<file path="src/rtl/bus_rr_arbiter.sv">
// bus_rr_arbiter
// Multi-host to multi-device interconnect. Round-robin arbitration picks one
// host per cycle, the granted host's address is decoded against per-device
// base/mask windows, and the response is routed back one cycle later.
//
// Handshake (host side): a host raises req with addr/we/be/wdata and must
// hold all of them stable until gnt is seen high in the same cycle; the
// transaction is accepted exactly in a cycle where req && gnt. Exactly one
// cycle later rvalid pulses for that host, carrying rdata/err. There is no
// back-pressure on the response path and no buffering inside the arbiter.
// Device side: req is a single-cycle strobe per accepted transaction, and
// the device answers with rvalid/rdata/err exactly one cycle after it.
module bus_rr_arbiter #(
  parameter int unsigned NrHosts      = 2,
  parameter int unsigned NrDevices    = 3,
  parameter int unsigned DataWidth    = 32,
  parameter int unsigned AddressWidth = 32,
  localparam int unsigned HostIdxW    = (NrHosts > 1) ? $clog2(NrHosts) : 1
) (
  input  logic                      clk_i,
  input  logic                      rst_ni,

  input  logic                      host_req_i    [NrHosts],
  output logic                      host_gnt_o    [NrHosts],
  input  logic [AddressWidth-1:0]   host_addr_i   [NrHosts],
  input  logic                      host_we_i     [NrHosts],
  input  logic [DataWidth/8-1:0]    host_be_i     [NrHosts],
  input  logic [DataWidth-1:0]      host_wdata_i  [NrHosts],
  output logic                      host_rvalid_o [NrHosts],
  output logic [DataWidth-1:0]      host_rdata_o  [NrHosts],
  output logic                      host_err_o    [NrHosts],

  output logic                      device_req_o    [NrDevices],
  output logic [AddressWidth-1:0]   device_addr_o   [NrDevices],
  output logic                      device_we_o     [NrDevices],
  output logic [DataWidth/8-1:0]    device_be_o     [NrDevices],
  output logic [DataWidth-1:0]      device_wdata_o  [NrDevices],
  input  logic                      device_rvalid_i [NrDevices],
  input  logic [DataWidth-1:0]      device_rdata_i  [NrDevices],
  input  logic                      device_err_i    [NrDevices],

  input  logic [AddressWidth-1:0]   cfg_device_addr_base [NrDevices],
  input  logic [AddressWidth-1:0]   cfg_device_addr_mask [NrDevices],

  // Round-robin pointer, exposed for observation.
  output logic [HostIdxW-1:0]       dbg_rr_ptr_o
);

  localparam int unsigned DevIdxW = (NrDevices > 1) ? $clog2(NrDevices) : 1;

  // Host index 'off' positions above 'base', wrapping at NrHosts.
  function automatic logic [HostIdxW-1:0] wrap_idx(input logic [HostIdxW-1:0] base,
                                                   input int unsigned         off);
    int unsigned sum;
    sum = 32'(base) + off;
    return HostIdxW'(sum % NrHosts);
  endfunction

  // ---------------------------------------------------------------------------
  // State
  // ---------------------------------------------------------------------------
  logic [HostIdxW-1:0] rr_ptr_q;
  logic [HostIdxW-1:0] rr_ptr_d;

  logic                resp_valid_q;
  logic [HostIdxW-1:0] resp_host_q;
  logic [DevIdxW-1:0]  resp_dev_q;
  logic                resp_decerr_q;

  // ---------------------------------------------------------------------------
  // Arbitration
  // ---------------------------------------------------------------------------
  logic                gnt_any;
  logic [HostIdxW-1:0] gnt_idx;

  // Scan hosts starting at the pointer; the first requester wins.
  always_comb begin
    gnt_any = 1'b0;
    gnt_idx = '0;
    for (int unsigned i = 0; i < NrHosts; i++) begin
      if (!gnt_any && host_req_i[wrap_idx(rr_ptr_q, i)]) begin
        gnt_any = 1'b1;
        gnt_idx = wrap_idx(rr_ptr_q, i);
      end
    end
  end

  // Pointer moves just past the winner; idle cycles leave it where it is.
  always_comb begin
    rr_ptr_d = rr_ptr_q;
    if (gnt_any) begin
      rr_ptr_d = wrap_idx(gnt_idx, 1);
    end
  end

  // Pointer register.
  always_ff @(posedge clk_i) begin
    if (!rst_ni) begin
      rr_ptr_q <= '0;
    end else begin
      rr_ptr_q <= rr_ptr_d;
    end
  end

  assign dbg_rr_ptr_o = rr_ptr_q;

  // Grant outputs are forced low while reset is held.
  always_comb begin
    for (int unsigned h = 0; h < NrHosts; h++) begin
      host_gnt_o[h] = rst_ni && gnt_any && (gnt_idx == HostIdxW'(h));
    end
  end

  // ---------------------------------------------------------------------------
  // Granted host request mux
  // ---------------------------------------------------------------------------
  logic [AddressWidth-1:0] sel_addr;
  logic                    sel_we;
  logic [DataWidth/8-1:0]  sel_be;
  logic [DataWidth-1:0]    sel_wdata;

  // Select the winning host's request fields (host 0 when idle).
  always_comb begin
    sel_addr  = '0;
    sel_we    = 1'b0;
    sel_be    = '0;
    sel_wdata = '0;
    for (int unsigned h = 0; h < NrHosts; h++) begin
      if (gnt_idx == HostIdxW'(h)) begin
        sel_addr  = host_addr_i[h];
        sel_we    = host_we_i[h];
        sel_be    = host_be_i[h];
        sel_wdata = host_wdata_i[h];
      end
    end
  end

  // ---------------------------------------------------------------------------
  // Address decode
  // ---------------------------------------------------------------------------
  logic               dec_hit;
  logic [DevIdxW-1:0] dec_idx;

  // Lowest-index matching window wins when windows overlap.
  always_comb begin
    dec_hit = 1'b0;
    dec_idx = '0;
    for (int unsigned d = 0; d < NrDevices; d++) begin
      if (!dec_hit &&
          ((sel_addr & cfg_device_addr_mask[d]) == cfg_device_addr_base[d])) begin
        dec_hit = 1'b1;
        dec_idx = DevIdxW'(d);
      end
    end
  end

  // Strobe only the decoded device; payload is broadcast to all devices.
  always_comb begin
    for (int unsigned d = 0; d < NrDevices; d++) begin
      device_req_o[d]   = rst_ni && gnt_any && dec_hit && (dec_idx == DevIdxW'(d));
      device_addr_o[d]  = sel_addr;
      device_we_o[d]    = sel_we;
      device_be_o[d]    = sel_be;
      device_wdata_o[d] = sel_wdata;
    end
  end

  // ---------------------------------------------------------------------------
  // Response tracking
  // ---------------------------------------------------------------------------
  // Remember who was granted and where the request went, for one cycle.
  always_ff @(posedge clk_i) begin
    if (!rst_ni) begin
      resp_valid_q  <= 1'b0;
      resp_host_q   <= '0;
      resp_dev_q    <= '0;
      resp_decerr_q <= 1'b0;
    end else begin
      resp_valid_q <= gnt_any;
      if (gnt_any) begin
        resp_host_q   <= gnt_idx;
        resp_dev_q    <= dec_idx;
        resp_decerr_q <= !dec_hit;
      end
    end
  end

  logic                 dev_rvalid_sel;
  logic [DataWidth-1:0] dev_rdata_sel;
  logic                 dev_err_sel;

  // Pick the response lines of the device that owns the pending request.
  always_comb begin
    dev_rvalid_sel = 1'b0;
    dev_rdata_sel  = '0;
    dev_err_sel    = 1'b0;
    for (int unsigned d = 0; d < NrDevices; d++) begin
      if (resp_dev_q == DevIdxW'(d)) begin
        dev_rvalid_sel = device_rvalid_i[d];
        dev_rdata_sel  = device_rdata_i[d];
        dev_err_sel    = device_err_i[d];
      end
    end
  end

  logic                 rsp_active;
  logic [DataWidth-1:0] rsp_rdata;
  logic                 rsp_err;

  // Build the response: decode errors and silent devices both report err
  // with zero data so the host never stalls waiting for rvalid.
  always_comb begin
    rsp_active = rst_ni && resp_valid_q;
    rsp_rdata  = '0;
    rsp_err    = 1'b0;
    if (resp_decerr_q) begin
      rsp_err = 1'b1;
    end else if (dev_rvalid_sel) begin
      rsp_rdata = dev_rdata_sel;
      rsp_err   = dev_err_sel;
    end else begin
      rsp_err = 1'b1;
    end
  end

  // Route the response to the recorded host; everyone else sees zeros.
  always_comb begin
    for (int unsigned h = 0; h < NrHosts; h++) begin
      host_rvalid_o[h] = rsp_active && (resp_host_q == HostIdxW'(h));
      host_rdata_o[h]  = (rsp_active && (resp_host_q == HostIdxW'(h))) ? rsp_rdata : '0;
      host_err_o[h]    = rsp_active && (resp_host_q == HostIdxW'(h)) && rsp_err;
    end
  end

`ifndef SYNTHESIS
  // A device may only answer the cycle after it was strobed.
  for (genvar d = 0; d < NrDevices; d++) begin : g_rvalid_chk
    a_no_spurious_rvalid : assert property (
      @(posedge clk_i) disable iff (!rst_ni)
      device_rvalid_i[d] |-> (resp_valid_q && !resp_decerr_q && (resp_dev_q == DevIdxW'(d))));
  end
`endif

endmodule

</file>
<file path="config.mk">
export PLATFORM = sky130hd
export DESIGN_NAME = bus_rr_arbiter
export DESIGN_NICKNAME = d
export VERILOG_FILES = /design/src/rtl/bus_rr_arbiter.sv
export SDC_FILE = /design/constraint.sdc
export NUM_CORES = 1
export LEC_CHECK = 0
export ABC_CLOCK_PERIOD_IN_PS = 4050
export BUFFER_PORTS_ARGS = -buffer_cell sky130_fd_sc_hd__buf_4
export CAP_MARGIN = 25
export CORE_AREA = 2 2 281 283
export DETAILED_ROUTE_END_ITERATION = 12
export DIE_AREA = 0 0 283 285
export SLEW_MARGIN = 10
export SYNTH_ARGS = -nofsm -noshare
export SYNTH_HDL_FRONTEND = slang
export SYNTH_SLANG_ARGS = --single-unit
export TNS_END_PERCENT = 20
</file>
<file path="constraint.sdc">
create_clock -name clk_i -period 4.05 [get_ports clk_i]
set_input_delay 0.81 -clock clk_i [delete_from_list [all_inputs] [get_ports clk_i]]
set_output_delay 0.81 -clock clk_i [all_outputs]
set_load 0.05 [all_outputs]
</file>
==> flow_metrics.py <==
metrics = {
    "power": {
        "clkPwrFrac_pct": 6.4,
        "p_comb_share_pct": 91.0,
        "p_sw_mw": 1.50,
        "p_total_mw": 2.53,
        "leakage_nw": 5.98,
        "p_per_area_nw_per_um2": 192,
        "p_int_mw": 1.03,
        "sw_frac_of_total_pct": 59.3,
        "peakVddDrop_mv": 0.0995,
        "p_seq_share_pct": 2.6,
    },
    "timing": {
        "tightest_slew_ns": 0.819,
        "max_freq_ghz": 0.226,
        "min_period_ns": 4.42,
        "fin_crit_sh_pct": 109,
        "finalHoldViolCount": 0,
        "tns_ns": -1.05,
        "rsz0062_at_grt": "yes",
        "setup_ws_ns": -0.374,
        "whs_ns": 0.491,
        "fin_skew_ns": 0.000577,
        "finalSetupViolations": 3,
        "slew_headroom_pct": 45.3,
        "slew_viol_final": 0,
    },
    "cells_and_area": {
        "post-route-cell-area_um2": 13200,
        "final_nets": 2129,
        "post-route-util_pct": 16.9,
        "drive_gt1_share_pct": 54.1,
        "area_growth_pct": 115,
        "fin_cells": 2760,
    },
    "floorplanning": {
        "die_area_um2": 80700,
        "die_y_um": 285,
        "initial_core_util_pct": 7.86,
        "rows": 103,
        "die_x_um": 283,
        "num_io_pins": 717,
        "fp.coreArea_um2": 78000,
    },
    "critical_path": {
        "crit_arrival_ns": 3.61,
        "reg2reg_depth": 12,
        "r2r_slack_ns": 0.85,
        "start_kind": "primary input",
        "required_ns": 3.24,
        "worstPathCellList": "buf_8 > and2b_4 > nor2_4 > buf_12 > buf_12 > buf_12 > a31oi_2 > xnor2_1 > nor4_4 > nand4_1 > or4_4 > nor3b_4 > buf_6",
        "slowest_delay_ns": 0.54,
        "cp-end-kind": "primary output",
        "path_common_cell": "buf_12",
        "worst-path-max-fanout": 6,
        "crit_slowest_cell": "nor4_4",
        "path_class": "primary input to primary output",
    },
    "grt": {
        "grt_max_degree": 49,
        "gr-total-overflow": 0,
        "grt_pass1_wl_um": 84700,
        "antenna_found_initial": 36,
        "track_usage_pct": 14.9,
        "grt_pass1_vias": 10398,
    },
    "drt": {
        "first_pass_iters": 5,
        "routedWlPerCell_um": 23.2,
        "antenna_left": 0,
        "viasPerCell": 3.83,
        "drt_wl_total_um": 64000,
        "vias": 10569,
        "drt_iter0_drc": 537,
        "drc_errors": 0,
    },
    "logic_synthesis": {
        "synth_ff_type": "dfxtp_1",
        "synth-edff-count": 0,
        "synth-seq-cells": 6,
        "syn_area_um2": 6130,
        "synth_cells": 1063,
        "async_flop_share_pct": 0,
        "ys_seq_area_share_pct": 1.96,
        "yosys_warnings": 0,
        "syn_nets": 1499,
        "syn_avg_cell_area_um2": 5.77,
        "ys_types": 37,
    },
    "run_status": {
        "violations": "setup timing",
        "status": "finished, violations left",
    },
    "clocking": {
        "cts_tree": "built",
        "h-tree-depth": 1,
        "clock_path_buffers": 2,
        "cts-root-buf": "clkbuf_16",
        "path_clk_slew_ns": 0.03,
        "numCtsBuffers": 3,
        "clk_latency_ns": 0.23,
        "clkSinkCount": 6,
    },
    "placement": {
        "dp_hpwl_um": 57000,
        "dp.cells": 2725,
        "numPortBuffers": 716,
        "globalplace.congestion": 0.929,
        "placed_area_um2": 12300,
        "place_ws_ns": -1.38,
    },
    "min_path": {
        "min_path_type": "flip-flop to flip-flop",
        "worstHoldPathCells": 2,
    },
    "run": {
        "maxCapViolations": 0,
    },
}
## power by group through the flow
stage | Clock, mW | Combinational, mW | Sequential [mW]
final | 0.162 | 2.30 | 0.0646
after global routing | 0.167 | 2.41 | 0.0648
after CTS | 0.166 | 2.31 | 0.0646
after detailed placement | 0 | 2.20 | 0.0654
after global placement | 0 | 2.21 | 0.0653
after floorplan | 0 | 1.32 | 0.0678
## cell usage after synthesis (2+ instances only)
library cell | number | area share, %
nand2_1 | 285 | 17
buf_4 | 147 | 18
a21oi_1 | 89 | 7.3
nand4_1 | 76 | 7.8
nor2_1 | 75 | 4.6
o211ai_1 | 64 | 7.8
and3_1 | 40 | 4.1
clkbuf_1 | 38 | 2.3
mux2i_1 | 34 | 5.6
o21ai_0 | 33 | 2.7
nand3_1 | 28 | 2.3
nor4b_1 | 26 | 3.7
a31oi_1 | 24 | 2.4
xnor2_1 | 24 | 3.4
buf_2 | 16 | 1.3
nor4_1 | 10 | 1.0
mux2_2 | 8 | 1.5
xor2_1 | 8 | 1.1
buf_1 | 6 | 0.37
dfxtp_1 | 6 | 2.0
buf_6 | 4 | 0.73
inv_1 | 3 | 0.18
o21ai_1 | 3 | 0.24
nand2b_1 | 2 | 0.20
or4_1 | 2 | 0.24
## state kept, by name, indices dropped and copies added, names as in the netlist
| signal | flops |
|---|---|
| resp_valid_q | 1 |
| resp_dev_q | 2 |
| resp_host_q | 1 |
| resp_decerr_q | 1 |
| dbg_rr_ptr_o | 1 |
## repair_timing
item	in CTS	in global routing
resized for setup	94	10
hold buffers	0	0
hold endpoints to repair	0	0
gates cloned	2	0
pin swaps	25	14
setup endpoints to repair	5	3
setup buffers	10	4
## metal layers
layer / global-route usage, % / vias up / part of all wire, %
met2: 24.5 / 608 / 46
met3: 4.98 / 89 / 8.8
met1: 18.5 / 4904 / 42
li1: - / 4932 / -
met5: 0 / - / 0.36
met4: 4.16 / 36 / 2.6
## logic make-up after synthesis
group / share of synthesized area [%]
buf+inv: 23.0
flops: 1.96
mux: 7.02
xor+xnor: 4.57
compound gates: 20.9
simple gates: 42.6
## final timing paths
kind | from | to
min | resp_decerr_q | resp_decerr_q
min reg2reg | resp_decerr_q | resp_decerr_q
max reg2reg | dbg_rr_ptr_o | resp_decerr_q
max | host_req_i[1] | device_req_o[0]
## final cells by class
| class | count | area [µm²] |
|---|---|---|
| Fill cell | 8974 | 64800 |
| Sequential cell | 6 | 121 |
| Tap cell | 1050 | 1310 |
| Timing Repair Buffer | 836 | 6490 |
| Clock buffer | 3 | 75.1 |
| Antenna cell | 19 | 47.5 |
| Multi-Input combinational cell | 842 | 5110 |
| Inverter | 4 | 16.3 |
## placed cells by master, fill, tap and decap left out, drive strengths merged
cell and n:
a2111oi 1, nand3 28, xor2 8, nor2 76, nor3b 2, xnor2 24
nand2 285, mux2i 34, inv 3, buf 835, clkinv 1, diode 19
dfxtp 6, mux2 8, clkbuf 4, nand3b 1, o21ai 36, a21boi 1
and2b 1, a31oi 24, a21oi 89, nor4b 26, or4 3, o211a 1
nand2b 2, nor4 11, o211ai 64, and3 40, nor2b 1, nand4 76
## critical path: cells and delay by family
kind,cells,cell delay [ns]
xor+xnor,1,0.13
compound gates,1,0.20
buf+inv,5,0.69
simple gates,6,1.74
No activity file was read; power rests on OpenSTA's default activity.
